--- src/rtl/id_ex_reg.sv ---
// ID/EX pipeline register.
//
// Captures the decoded instruction and its forwarded operands for the execute stage. Each rising
// edge performs exactly one action, in priority order:
//   HOLD   (dm_stall)  - all state frozen
//   FLUSH  (do_flush)  - insert a dead slot (all fields zero)
//   BUBBLE (do_hazard) - insert a dead slot and count it
//   LOAD               - capture decode-stage fields
//
// Ports:
//   clk, rst                       clock, asynchronous active-high reset
//   f_reg_{ra,rb,rt}_data          forwarded operands (32b)
//   do_hazard, dm_stall, do_flush  pipeline control
//   id_*                           decoded instruction fields
//   xREG2_*                        registered EX-stage copies
//   hold_upstream                  combinational freeze request for PC and IF/ID
//   bubble_count                   saturating count of inserted bubbles
module id_ex_reg (
  input  logic        clk,
  input  logic        rst,
  input  logic [31:0] f_reg_ra_data,
  input  logic [31:0] f_reg_rb_data,
  input  logic [31:0] f_reg_rt_data,
  input  logic        do_hazard,
  input  logic        dm_stall,
  input  logic        do_flush,
  input  logic        id_valid,
  input  logic        id_do_dm_read,
  input  logic        id_do_dm_write,
  input  logic        id_do_reg_write,
  input  logic [1:0]  id_select_write_reg,
  input  logic [4:0]  id_write_reg_addr,
  input  logic [3:0]  id_alu_op,
  input  logic [31:0] id_imm_extend,
  input  logic [31:0] id_pc,
  output logic        xREG2_valid,
  output logic        xREG2_do_dm_read,
  output logic        xREG2_do_dm_write,
  output logic        xREG2_do_reg_write,
  output logic [1:0]  xREG2_select_write_reg,
  output logic [4:0]  xREG2_write_reg_addr,
  output logic [3:0]  xREG2_alu_op,
  output logic [31:0] xREG2_ra_data,
  output logic [31:0] xREG2_rb_data,
  output logic [31:0] xREG2_rt_data,
  output logic [31:0] xREG2_imm_extend,
  output logic [31:0] xREG2_pc,
  output logic        hold_upstream,
  output logic [15:0] bubble_count
);

  logic        valid_q, valid_d;
  logic        dm_read_q, dm_read_d;
  logic        dm_write_q, dm_write_d;
  logic        reg_write_q, reg_write_d;
  logic [1:0]  sel_wr_q, sel_wr_d;
  logic [4:0]  wr_addr_q, wr_addr_d;
  logic [3:0]  alu_op_q, alu_op_d;
  logic [31:0] ra_q, ra_d;
  logic [31:0] rb_q, rb_d;
  logic [31:0] rt_q, rt_d;
  logic [31:0] imm_q, imm_d;
  logic [31:0] pc_q, pc_d;
  logic [15:0] bubble_cnt_q, bubble_cnt_d;

  logic act_hold, act_flush, act_bubble;

  assign act_hold   = dm_stall;
  assign act_flush  = !dm_stall && do_flush;
  assign act_bubble = !dm_stall && !do_flush && do_hazard;

  // A flush kills the hazarding instruction, so no freeze is needed in that case.
  assign hold_upstream = dm_stall | (do_hazard & ~do_flush);

  always_comb begin
    valid_d      = valid_q;
    dm_read_d    = dm_read_q;
    dm_write_d   = dm_write_q;
    reg_write_d  = reg_write_q;
    sel_wr_d     = sel_wr_q;
    wr_addr_d    = wr_addr_q;
    alu_op_d     = alu_op_q;
    ra_d         = ra_q;
    rb_d         = rb_q;
    rt_d         = rt_q;
    imm_d        = imm_q;
    pc_d         = pc_q;
    bubble_cnt_d = bubble_cnt_q;

    if (act_hold) begin
      // keep everything
    end else if (act_flush || act_bubble) begin
      valid_d     = 1'b0;
      dm_read_d   = 1'b0;
      dm_write_d  = 1'b0;
      reg_write_d = 1'b0;
      sel_wr_d    = '0;
      wr_addr_d   = '0;
      alu_op_d    = '0;
      ra_d        = '0;
      rb_d        = '0;
      rt_d        = '0;
      imm_d       = '0;
      pc_d        = '0;
      if (act_bubble && (bubble_cnt_q != 16'hFFFF)) begin
        bubble_cnt_d = bubble_cnt_q + 16'd1;
      end
    end else begin
      valid_d     = id_valid;
      // An invalid slot must never touch memory or the register file.
      dm_read_d   = id_do_dm_read & id_valid;
      dm_write_d  = id_do_dm_write & id_valid;
      reg_write_d = id_do_reg_write & id_valid;
      sel_wr_d    = id_select_write_reg;
      wr_addr_d   = id_write_reg_addr;
      alu_op_d    = id_alu_op;
      ra_d        = f_reg_ra_data;
      rb_d        = f_reg_rb_data;
      rt_d        = f_reg_rt_data;
      imm_d       = id_imm_extend;
      pc_d        = id_pc;
    end
  end

  always_ff @(posedge clk or posedge rst) begin
    if (rst) begin
      valid_q      <= 1'b0;
      dm_read_q    <= 1'b0;
      dm_write_q   <= 1'b0;
      reg_write_q  <= 1'b0;
      sel_wr_q     <= '0;
      wr_addr_q    <= '0;
      alu_op_q     <= '0;
      ra_q         <= '0;
      rb_q         <= '0;
      rt_q         <= '0;
      imm_q        <= '0;
      pc_q         <= '0;
      bubble_cnt_q <= '0;
    end else begin
      valid_q      <= valid_d;
      dm_read_q    <= dm_read_d;
      dm_write_q   <= dm_write_d;
      reg_write_q  <= reg_write_d;
      sel_wr_q     <= sel_wr_d;
      wr_addr_q    <= wr_addr_d;
      alu_op_q     <= alu_op_d;
      ra_q         <= ra_d;
      rb_q         <= rb_d;
      rt_q         <= rt_d;
      imm_q        <= imm_d;
      pc_q         <= pc_d;
      bubble_cnt_q <= bubble_cnt_d;
    end
  end

  assign xREG2_valid            = valid_q;
  assign xREG2_do_dm_read       = dm_read_q;
  assign xREG2_do_dm_write      = dm_write_q;
  assign xREG2_do_reg_write     = reg_write_q;
  assign xREG2_select_write_reg = sel_wr_q;
  assign xREG2_write_reg_addr   = wr_addr_q;
  assign xREG2_alu_op           = alu_op_q;
  assign xREG2_ra_data          = ra_q;
  assign xREG2_rb_data          = rb_q;
  assign xREG2_rt_data          = rt_q;
  assign xREG2_imm_extend       = imm_q;
  assign xREG2_pc               = pc_q;
  assign bubble_count           = bubble_cnt_q;

endmodule

--- config.mk ---
export PLATFORM = sky130hd
export DESIGN_NAME = id_ex_reg
export DESIGN_NICKNAME = d
export VERILOG_FILES = /design/src/rtl/id_ex_reg.sv
export SDC_FILE = /design/constraint.sdc
export NUM_CORES = 1
export LEC_CHECK = 0
export ABC_AREA = 0
export CORE_AREA = 3 3 142 144
export DETAILED_ROUTE_END_ITERATION = 7
export DIE_AREA = 0 0 145 147
export PLACE_DENSITY = 0.74
export SLEW_MARGIN = 20
export SYNTH_ARGS = -nofsm -noshare
export SYNTH_HDL_FRONTEND = slang
export SYNTH_SLANG_ARGS = --single-unit
--- constraint.sdc ---
create_clock -name clk -period 7.8 [get_ports clk]
set_clock_uncertainty 0.15 [all_clocks]
set_input_delay 1.56 -clock clk [delete_from_list [all_inputs] [get_ports clk]]
set_output_delay 1.56 -clock clk [all_outputs]
set_load 0.05 [all_outputs]
==> run metrics <==
status=finished, final reports clean; power share of the clock group=34.6%; Clock Sinks=191; Sequential Area=4780 um2; r2r endpoint=bubble_count[1]; area of the multi-input gates=1973 um2; WL per Instance=19.15 um; maximum root-to-sink buffer count=2; most common cell after layout, fill and taps aside=clkdlybuf4s50_1; min-delay src=xREG2_do_dm_read; clk root buf=clkbuf_16; most frequent cells in the layout=370 x clkdlybuf4s50_1, 191 x dfrtp_1, 172 x a22o_1; CTS Hold Bufs=0; CTS buffer count=17; H-Tree Depth=4; most area-consuming cells after synthesis=dfrtp_1 69%, a22o_1 22%, xor2_1 1.8%; syn nets=644; flops & latches, synth=191; worst rel slew slack=32.51%; share of cells above drive strength 1=5.755%; first-pass GRT wire length=33040 um; Yosys top cell by area=dfrtp_1; # port buffers=371; worst skew pair latency=420 ps; final hold violation count=0; GP Congestion=0.7995; Worst Reg-to-Reg Cells=4; Worst-Margin Slew=1012 ps; net switching power=783.4 uW; largest net degree at the start of global routing=95; total congestion overflow=0; Worst Path Required=6090 ps; post_cts resized=0; f_max=0.2115 GHz; WS Path Type=in2out; final setup vio count=0; Syn Inst Count=463; Vias=5437; Antenna diodes=0; setup TNS=0 ps; CP arrival=3020 ps; post-route setup slack=3071 ps; Slew Viols, Final=0; DRT Pass-1 Iters=4; area share of the largest cell type after synthesis=68.95%; vias in the first global route=5734; CTS tree=built; Starting Density=36.81%; Mapped Area=6932 um2; row cnt=50; RSZ-0062 raised after global routing=false; CP Capture Type=output pin; warnings from Yosys=0; FF-to-FF Start=bubble_count[0]; R2R setup slack=5640 ps; worst min path class=reg2reg; Yosys cell types=26; Pwr Density=223.5 nW/um2; core area=18830 um2; Final Routed Wirelength=20950 um; nets=1002; initial antenna violation count=0; Leakage Power=0.005120 uW; DR vias/cell=4.970; dpl ws=3070 ps; die area=21320 um2; DRT iter0 DRCs=219; die outline width=145 um; post-CTS setup buffers=0; fin crit share=60.63%; Flop pwr share=43.0%; post-synthesis sequential area ratio=68.95%; Clk pin slew, worst setup/hold paths=70 ps; Area growth, synth to finish=65.27%; Int Pwr=1777 uW; Peak VDD IR=0.1403 mV; Max Cap Viol=0; Residual DRC=0; Total Routing Usage GR=19.49%; number of fill cells=1507; Mean Syn Cell Area=14.97 um2; CP startpoint kind=input port; combinational share of power=22.4%; WHS Path Cells=1; CP max FO=3; detailed placer's ending HPWL=14950 um; post-route ant nets=0; die height=147 um; Ports=372; worst hold endpoint=xREG2_do_dm_read; Tmin final=4729 ps; Switching Share=30.60%
-- worst max path at each step --
stage                  start               to  slack, ps  depth (start not counted)
floorplan                rst  bubble_count[0]        890                          1
global placement    do_flush    hold_upstream       3070                          4
detailed placement  do_flush    hold_upstream       3070                          4
CTS                 do_flush    hold_upstream       3070                          4
global route        do_flush    hold_upstream       3010                          4
finish              do_flush    hold_upstream       3070                          4
-- Yosys cell counts (all sizes together) --
library cell	instances
a21o	1
a22o	172
a32o	3
and3	1
and4	2
buf	16
clkbuf	23
dfrtp	191
ha	1
inv	3
mux2	1
nand2	6
nand3	3
nand4	5
nor2	9
nor3	4
nor3b	2
nor4	2
nor4b	1
o41ai	1
or3b	1
xnor2	1
xor2	14
-- cells by family (layout without fill, tap and decap cells) --
logic type,count (synthesis),count (layout),synth area share (%)
flip-flops,191,191,68.95
AO/OA/AOI/OAI,177,177,22.67
buffers and inverters,42,413,2.653
AND/OR/NAND/NOR,36,36,3.429
XOR/XNOR,15,15,1.895
adder cells (fa/ha/maj),1,1,0.1805
multiplexers,1,1,0.2165
-- layout make-up --
cell class	instances	area share, %
clock buffer	20	3.899
clock inverter	12	1.322
inverter	3	0.1420
multi-input combinational	230	17.22
sequential	191	41.72
tap	260	2.840
timing repair buffer	378	32.85
-- power groups by stage --
stage	Combinational, uW	Clock, uW	Sequential, uW
finish	574	886	1100
global route	600	951	1110
CTS	581	913	1100
detailed placement	580	0	1120
global placement	574	0	1120
floorplan	104	0	1330
-- metrics by stage --
stage,util (%),total power (uW),cells,area (um2),hold WS (ps)
5_1_grt,60.84,2661,1094,11460,369.2
3_3_place_gp,57.66,1691,1062,10860,323.8
2_1_floorplan,-,1436,463,6932,645.3
6_report,60.84,2560,1094,11460,348.2
4_1_cts,60.84,2594,1094,11460,348.7
3_5_place_dp,57.66,1698,1062,10860,332.2
-- metal layers --
layer / vias up / wire [um] / GRT usage [%]
met4: 0 / 282 / 5.131
met1: 2714 / 8713 / 24.30
met5: - / 0 / 0
met3: 17 / 1594 / 6.632
met2: 222 / 10360 / 32.79
li1: 2484 / - / -
-- worst max-delay path: stages --
cell             delay, ps
clkdlybuf4s50_1        480
inv_1                   80
a21o_1                 100
clkdlybuf4s50_1        790
(Power assumes the default switching activity.)
